<file path="config.mk">
export PLATFORM = sky130hd
export DESIGN_NAME = stub_layer_router
export DESIGN_NICKNAME = d
export VERILOG_FILES = /design/src/rtl/stub_router_pkg.sv /design/src/rtl/pipe_delay.sv /design/src/rtl/stub_layer_router.sv
export SDC_FILE = /design/constraint.sdc
export NUM_CORES = 1
export LEC_CHECK = 0
export ABC_CLOCK_PERIOD_IN_PS = 6400
export CAP_MARGIN = 25
export CORE_MARGIN = 8
export CORE_UTILIZATION = 45
export CTS_CLUSTER_SIZE = 25
export DETAILED_ROUTE_END_ITERATION = 7
export GPL_TIMING_DRIVEN = 0
export HOLD_SLACK_MARGIN = 0.1
export PLACE_DENSITY = 0.77
export SETUP_SLACK_MARGIN = 0.15
export SYNTH_ARGS = -nofsm -noshare
export SYNTH_HDL_FRONTEND = slang
export SYNTH_SLANG_ARGS = --single-unit
export TNS_END_PERCENT = 20
</file>
<file path="constraint.sdc">
create_clock -name clk -period 6.4 [get_ports clk]
set_input_delay 1.92 -clock clk [delete_from_list [all_inputs] [get_ports clk]]
set_output_delay 1.92 -clock clk [all_outputs]
set_load 0.005 [all_outputs]
</file>
<file path="src/rtl/stub_router_pkg.sv">
// Shared definitions for the stub layer router: header pattern, FSM states, layer decode.
// Latency: n/a (types, constants and pure functions only).
// Backpressure: n/a.
package stub_router_pkg;

  localparam logic [2:0]  HDR_TOP    = 3'b111;
  localparam logic [24:0] HDR_LOW    = 25'h1ffffff;
  localparam int          MAX_LAYERS = 8;

  typedef enum logic [1:0] {
    IDLE  = 2'd0,
    COUNT = 2'd1,
    ROUTE = 2'd2
  } rstate_t;

  // A header is recognised from its top three bits and its low 25 bits only.
  function automatic logic is_header(input logic [2:0] top, input logic [24:0] low);
    return (top == HDR_TOP) && (low == HDR_LOW);
  endfunction

  // The cumulative bounds are monotone, so the "stub_cnt >= bound[k]" flags form a
  // thermometer code. The number of set flags is therefore the destination layer,
  // and zero-count layers are skipped automatically.
  function automatic logic [2:0] layer_idx(input logic [MAX_LAYERS-1:0] ge);
    logic [2:0] idx;
    idx = '0;
    for (int i = 0; i < MAX_LAYERS; i++) begin
      if (ge[i]) idx = idx + 3'd1;
    end
    return idx;
  endfunction

endpackage

</file>
<file path="src/rtl/pipe_delay.sv">
// Fixed-depth register pipeline used to delay side-band buses.
// Latency: STAGES clk.
// Backpressure: none; data advances every cycle.
module pipe_delay #(
  parameter int WIDTH  = 1,
  parameter int STAGES = 1
) (
  input  logic             clk,
  input  logic             reset,
  input  logic [WIDTH-1:0] din,
  output logic [WIDTH-1:0] dout
);

  logic [WIDTH-1:0] stage [STAGES];

  // Shift din through STAGES registers; cleared by reset.
  always_ff @(posedge clk or negedge reset) begin
    if (!reset) begin
      for (int i = 0; i < STAGES; i++) stage[i] <= '0;
    end else begin
      stage[0] <= din;
      for (int i = 1; i < STAGES; i++) stage[i] <= stage[i-1];
    end
  end

  assign dout = stage[STAGES-1];

endmodule

</file>
<file path="src/rtl/stub_layer_router.sv">
// Parses header/count/stub events and steers each stub to one of N_LAYERS outputs.
// Latency: 2 clk from the cycle a stub is presented to its registered wr_en/stubout.
// Backpressure: none; stubin_valid=0 inserts a bubble, en_proc=0 freezes the parser.
module stub_layer_router
  import stub_router_pkg::*;
#(
  parameter int N_LAYERS      = 6,
  parameter int STUB_W        = 36,
  parameter int CNT_W         = 6,
  parameter int MAX_PER_LAYER = 31
) (
  input  logic                       clk,
  input  logic                       reset,
  input  logic                       en_proc,
  input  logic [1:0]                 start,
  output logic [1:0]                 done,
  input  logic [STUB_W-1:0]          stubin,
  input  logic                       stubin_valid,
  output logic [N_LAYERS-1:0]        wr_en,
  output logic [N_LAYERS*STUB_W-1:0] stubout,
  output logic                       event_done,
  output logic                       err_trunc,
  output logic [7:0]                 drop_cnt
);

  // Bounds hold the sum of up to N_LAYERS counts, so they can never overflow.
  localparam int BND_W = CNT_W + $clog2(N_LAYERS);
  localparam int WR_W  = $clog2(MAX_PER_LAYER + 1);

  rstate_t                state;
  logic [BND_W-1:0]       bound      [N_LAYERS];
  logic [BND_W-1:0]       next_bound [N_LAYERS];
  logic [BND_W-1:0]       stub_cnt;
  logic [WR_W-1:0]        written    [N_LAYERS];
  logic [MAX_LAYERS-1:0]  ge;
  logic [2:0]             cur_layer;
  logic                   hdr;
  logic                   is_last;

  // Stage-1 pipeline registers: word, destination layer, write qualifier, event end.
  logic                   s1_vld;
  logic                   s1_done;
  logic [STUB_W-1:0]      s1_dat;
  logic [2:0]             s1_layer;

  assign hdr = is_header(stubin[STUB_W-1 -: 3], stubin[24:0]);

  // Running sum of the per-layer count fields of the incoming word (layer 0 is MSB-first).
  always_comb begin
    logic [BND_W-1:0] acc;
    acc = '0;
    for (int k = 0; k < N_LAYERS; k++) begin
      acc           = acc + BND_W'(stubin[STUB_W-1-k*CNT_W -: CNT_W]);
      next_bound[k] = acc;
    end
  end

  // One comparator per layer against the latched cumulative bounds.
  for (genvar k = 0; k < N_LAYERS; k++) begin : g_bnd
    assign ge[k] = (stub_cnt >= bound[k]);
  end
  if (N_LAYERS < MAX_LAYERS) begin : g_pad
    assign ge[MAX_LAYERS-1:N_LAYERS] = '0;
  end

  assign cur_layer = layer_idx(ge);
  assign is_last   = (stub_cnt == (bound[N_LAYERS-1] - BND_W'(1)));

  // Event parser: header/count/route FSM, per-layer caps, drop counting and stage-1 load.
  always_ff @(posedge clk or negedge reset) begin
    if (!reset) begin
      state     <= IDLE;
      stub_cnt  <= '0;
      drop_cnt  <= '0;
      err_trunc <= 1'b0;
      s1_vld    <= 1'b0;
      s1_done   <= 1'b0;
      s1_dat    <= '0;
      s1_layer  <= '0;
      for (int k = 0; k < N_LAYERS; k++) begin
        bound[k]   <= '0;
        written[k] <= '0;
      end
    end else if (en_proc) begin
      s1_vld    <= 1'b0;
      s1_done   <= 1'b0;
      err_trunc <= 1'b0;
      if (stubin_valid) begin
        case (state)
          IDLE: begin
            if (hdr) begin
              state    <= COUNT;
              drop_cnt <= '0;
            end
          end
          COUNT: begin
            if (hdr) begin
              state    <= COUNT;
              drop_cnt <= '0;
            end else begin
              bound    <= next_bound;
              stub_cnt <= '0;
              for (int k = 0; k < N_LAYERS; k++) written[k] <= '0;
              if (next_bound[N_LAYERS-1] == '0) begin
                // Empty event: finish immediately, flagged through the pipeline.
                state   <= IDLE;
                s1_done <= 1'b1;
              end else begin
                state <= ROUTE;
              end
            end
          end
          ROUTE: begin
            if (hdr) begin
              // Truncated event: abandon it and parse the new one.
              state     <= COUNT;
              err_trunc <= 1'b1;
              stub_cnt  <= '0;
              drop_cnt  <= '0;
            end else begin
              stub_cnt <= stub_cnt + BND_W'(1);
              s1_dat   <= stubin;
              s1_layer <= cur_layer;
              for (int k = 0; k < N_LAYERS; k++) begin
                if (cur_layer == 3'(k)) begin
                  if (written[k] >= WR_W'(MAX_PER_LAYER)) begin
                    if (drop_cnt != 8'hff) drop_cnt <= drop_cnt + 8'd1;
                  end else begin
                    written[k] <= written[k] + WR_W'(1);
                    s1_vld     <= 1'b1;
                  end
                end
              end
              if (is_last) begin
                state   <= IDLE;
                s1_done <= 1'b1;
              end
            end
          end
          default: state <= IDLE;
        endcase
      end
    end else begin
      s1_vld    <= 1'b0;
      s1_done   <= 1'b0;
      err_trunc <= 1'b0;
    end
  end

  // Output stage: decode stage-1 into a one-hot strobe with data in the matching lane.
  always_ff @(posedge clk or negedge reset) begin
    if (!reset) begin
      wr_en      <= '0;
      stubout    <= '0;
      event_done <= 1'b0;
    end else if (en_proc) begin
      wr_en      <= '0;
      stubout    <= '0;
      event_done <= s1_done;
      if (s1_vld) begin
        for (int k = 0; k < N_LAYERS; k++) begin
          if (s1_layer == 3'(k)) begin
            wr_en[k]                     <= 1'b1;
            stubout[k*STUB_W +: STUB_W] <= s1_dat;
          end
        end
      end
    end else begin
      wr_en      <= '0;
      stubout    <= '0;
      event_done <= 1'b0;
    end
  end

  pipe_delay #(
    .WIDTH  (2),
    .STAGES (1)
  ) u_done_dly (
    .clk   (clk),
    .reset (reset),
    .din   (start),
    .dout  (done)
  );

endmodule

</file>
==> reports/qor.tcl <==
set qor(status) {complete, but fails checks}
set qor(violations) {setup timing}
set qor(via_per_inst) 5.34
set qor(synth_warnings) 0
set qor(synth_sequential_area_ratio_pct) 56.0
set qor(post_route_cells_drive_above_1_share_pct) 10.2
set qor(route.detailed.drc) 0
set qor(async_reset_ff_share_pct) 100
set qor(netSwitchingFraction_pct) 29.8
set qor(leakage_nw) 10.4
set qor(initial_utilization_pct) 45.7
set qor(root_buffer) {sky130_fd_sc_hd__clkbuf_16}
set qor(ff2ff_path_depth) 26
set qor(tritoncts) {done}
set qor(post-route-min-period_ps) 6540
set qor(start_to_end_type_of_the_worst_setup_path) {in -> reg}
set qor(p_int_w) 0.00455
set qor(finClkSkew_ps) 10.6
set qor(timing.hold.worst_endpoint) {event_done}
set qor(cts_max_path_buffers) 3
set qor(synth-simple-area-share_pct) 20.5
set qor(pwr-share-comb_pct) 26.2
set qor(synth_most_common_cell) {sky130_fd_sc_hd__dfrtp_1}
set qor(grt_antenna_before_repair) 1
set qor(regToRegSetupSlack_ps) 410
set qor(core_region_area_sq_um) 35600
set qor(placementRows) 69
set qor(io_buffers) 275
set qor(grt_setup_unrepaired) {true}
set qor(synth-compound-area-share_pct) 8.96
set qor(clkSlewWorstSetupHoldPaths_ps) 60
set qor(timing_hold_violations_final) 0
set qor(synth_area_sq_um) 16300
set qor(die_boundary_width_microns) 206
set qor(worst_pin_slew_ps) 1080
set qor(synthesis.nets) 1684
set qor(synth_top_family_by_area) {simple AND/OR/NAND/NOR gates}
set qor(maxSlewViolCount) 0
set qor(worst-path-max-fanout) 3
set qor(synth_top_cells_by_count) {sky130_fd_sc_hd__dfrtp_1 (364), sky130_fd_sc_hd__nand2_1 (246), sky130_fd_sc_hd__and2_1 (221)}
set qor(synth_largest_type_area_fraction_pct) 56.0
set qor(hold_depth) 1
set qor(setup_tns_ps) -136
set qor(post-route-worst-setup-slack_ps) -136
set qor(synthesis.instances) 1534
set qor(regArea_sq_um) 9110
set qor(unique_cell_type_count_in_the_yosys_netlist) 77
set qor(min-delay-path-class) {reg -> reg}
set qor(hold_path_startpoint) {s1_done}
set qor(synth_flop_cell) {sky130_fd_sc_hd__dfrtp_1}
set qor(seq_power_share_pct) 38.8
set qor(first_pass_drt_iterations) 5
set qor(worst-endpoint-required_ps) 6870
set qor(power.density_cell_area_nw_per_um2) 298
set qor(mux_share_of_post_synthesis_cell_area_pct) 0.515
set qor(final-setup-viol-count) 1
set qor(max_slew_margin_pct) 28.1
set qor(worstReg2RegEnd) {drop_cnt[5]}
set qor(h_tree_lvls) 2
set qor(grt.overflow.total) 0
set qor(cp-start-kind) {primary input}
set qor(postCtsHoldBufs) 0
set qor(boundaryPins) 276
set qor(worst_ep_arrival_time_ps) 7010
set qor(drt-total-wl_mm) 46.8
set qor(clockPowerShare_pct) 34.9
set qor(p_sw_w) 0.00193
set qor(timing.rr.start) {stub_cnt[1]}
set qor(ys_seq_elements) 364
set qor(routed_antenna_nets) 0
set qor(dr_iter_0_viols) 779
set qor(cp-end-kind) {flip-flop}
set qor(finalNetCount) 2029
set qor(number_of_fill_cells_in_the_layout) 2729
set qor(die_h_microns) 206
set qor(num_vias) 12700
set qor(post_synth_main_area_contributors) {sky130_fd_sc_hd__dfrtp_1 (56%), sky130_fd_sc_hd__and2_1 (8.5%), sky130_fd_sc_hd__ha_1 (7.9%)}
set qor(netlist.top_cell.by_area) {sky130_fd_sc_hd__dfrtp_1}
set qor(max-cap-violations) 0
set qor(synth_adder_area_share_pct) 8.54
set qor(clock.fmax_mhz) 153
set qor(place.gp.congestion) 0.869
set qor(fin_crit_sh_pct) 102
set qor(final_hpwl_from_detailed_placement_mm) 34.1
set qor(maximum_number_of_pins_on_one_net_before_global_route_repair) 106
set qor(multiInputGateArea_sq_um) 7250
set qor(dp_worst_setup_slack_ps) -1560
set qor(number_of_buffers_added_by_the_clock_tree_synthesis_step) 39
set qor(avg_cell_area_syn_sq_um) 10.6
set qor(vdd_ir_drop_max_mv) 0.198
set qor(grt_first_pass_wirelength_mm) 71.9
set qor(numPlacedInstances) 2273
set qor(cts.sink_count) 364
set qor(fin_total_pwr_w) 0.00648
set qor(first_global_vias) 13000
set qor(insertion_delay_ps) 530
set qor(design.die.area_sq_um) 42500
set qor(synth-edff-count) 0
set qor(area_delta_synth_final_pct) 33.7
set qor(synth_xor_area_share_pct) 2.49
set qor(fin_cells) 2369
set qor(avgRoutedWirePerCell_microns) 19.8
set qor(grt_usage_pct) 21.4
critical path: stages:
cell and delay, ps:
sky130_fd_sc_hd__buf_4 140, sky130_fd_sc_hd__ha_4 170, sky130_fd_sc_hd__fa_2 440, sky130_fd_sc_hd__xor2_4 190
sky130_fd_sc_hd__buf_4 150, sky130_fd_sc_hd__ha_4 270, sky130_fd_sc_hd__nand3_2 80, sky130_fd_sc_hd__a21boi_2 180
sky130_fd_sc_hd__nor2_2 100, sky130_fd_sc_hd__ha_4 330, sky130_fd_sc_hd__inv_1 80, sky130_fd_sc_hd__o21ai_0 440
sky130_fd_sc_hd__a211oi_2 170, sky130_fd_sc_hd__nor2_2 220, sky130_fd_sc_hd__ha_4 250, sky130_fd_sc_hd__xnor2_4 190
sky130_fd_sc_hd__ha_4 240, sky130_fd_sc_hd__xnor2_2 140, sky130_fd_sc_hd__or4_4 520, sky130_fd_sc_hd__nand3b_1 180
sky130_fd_sc_hd__o2bb2a_4 260, sky130_fd_sc_hd__o22ai_2 160, sky130_fd_sc_hd__and3_1 170
layout by cell type, fill, tap and decap left out, types with 7 or more instances in the layout:
master	Yosys	final
sky130_fd_sc_hd__clkdlybuf4s50_1	0	265
sky130_fd_sc_hd__clkbuf_1	46	55
sky130_fd_sc_hd__xnor2_2	0	7
sky130_fd_sc_hd__xor2_1	11	9
sky130_fd_sc_hd__buf_4	1	28
sky130_fd_sc_hd__and3_1	21	21
sky130_fd_sc_hd__nor2_1	54	48
sky130_fd_sc_hd__clkinv_2	0	8
sky130_fd_sc_hd__nand3_1	22	21
sky130_fd_sc_hd__nand4_1	21	21
sky130_fd_sc_hd__clkbuf_16	0	40
sky130_fd_sc_hd__o221ai_1	10	10
sky130_fd_sc_hd__a21oi_1	42	31
sky130_fd_sc_hd__a31oi_1	7	7
sky130_fd_sc_hd__o21ai_0	100	97
sky130_fd_sc_hd__inv_1	82	78
sky130_fd_sc_hd__and2_1	221	221
sky130_fd_sc_hd__ha_4	0	15
sky130_fd_sc_hd__nand3b_1	8	8
sky130_fd_sc_hd__ha_1	103	85
sky130_fd_sc_hd__nor2b_1	9	9
sky130_fd_sc_hd__a21o_1	12	12
sky130_fd_sc_hd__nor3_1	18	15
sky130_fd_sc_hd__a21oi_4	0	7
sky130_fd_sc_hd__nand2_1	246	244
sky130_fd_sc_hd__dfrtp_1	364	364
sky130_fd_sc_hd__xnor2_1	26	16
worst max path at each step:
stage	from	end	cells past startpoint
after floorplan	stubin[24]	s1_done	19
after global placement	reset	stubout[208]	1
after detailed placement	stubin[30]	s1_done	23
after CTS	stubin[30]	s1_done	22
after global routing	stubin[24]	s1_done	23
final	stubin[24]	s1_done	23
repair_timing:
action                     4_1_cts  5_1_grt
gates resized for setup         68       39
pin swaps                       32       19
setup buffers                   16       10
setup endpoints to repair        7       23
logic make-up (layout without fill, tap and decap cells):
group,after synthesis,in the layout
other cells,0,1
fa+ha+maj,108,108
buf+inv,131,504
mux,8,8
xor+xnor,41,41
simple gates,652,652
compound gates,230,230
flops,364,364
through the flow:
stage	instance area, sq um	hold WS, ps	util (%)
detailed placement	19800	441	55.5
finish	21700	458	61.1
global route	21700	513	61.1
global placement	19700	443	55.3
CTS	21400	460	60.3
floorplan	16300	434	-
state kept, by name, summed over array words and instances (netlist names), 2 cells and up:
register         count
u_done_dly.dout      2
s1_layer             3
stubout            216
s1_dat              36
written             30
stub_cnt             9
wr_en                6
bound               48
state                2
drop_cnt             8
power by group through the flow:
stage,clock network (W),registers (W),logic [W]
6_report,0.00226,0.00251,0.00170
2_1_floorplan,0,0.00249,0.000793
3_5_place_dp,0,0.00255,0.00117
4_1_cts,0.00229,0.00251,0.00141
3_3_place_gp,0,0.00255,0.00111
5_1_grt,0.00239,0.00253,0.00183
area by class of cell:
cell class / count / share of cell area (%)
diodes: 1 / 0.0115
clock inverters: 15 / 0.892
well taps: 461 / 2.65
flip-flops and latches: 364 / 41.9
plain buffers: 49 / 0.874
multi-input cells: 1039 / 33.3
clock buffers: 54 / 5.03
inverters: 82 / 1.43
repair buffers: 304 / 13.9
routing by layer:
metal,up-vias,wire length (microns),track usage (%)
met1,6324,18900,26.1
met3,107,2930,3.61
met5,-,0,0
met2,417,23300,37.6
li1,5805,-,-
met4,0,1670,8.24
Power figures use the tool's default switching activity.
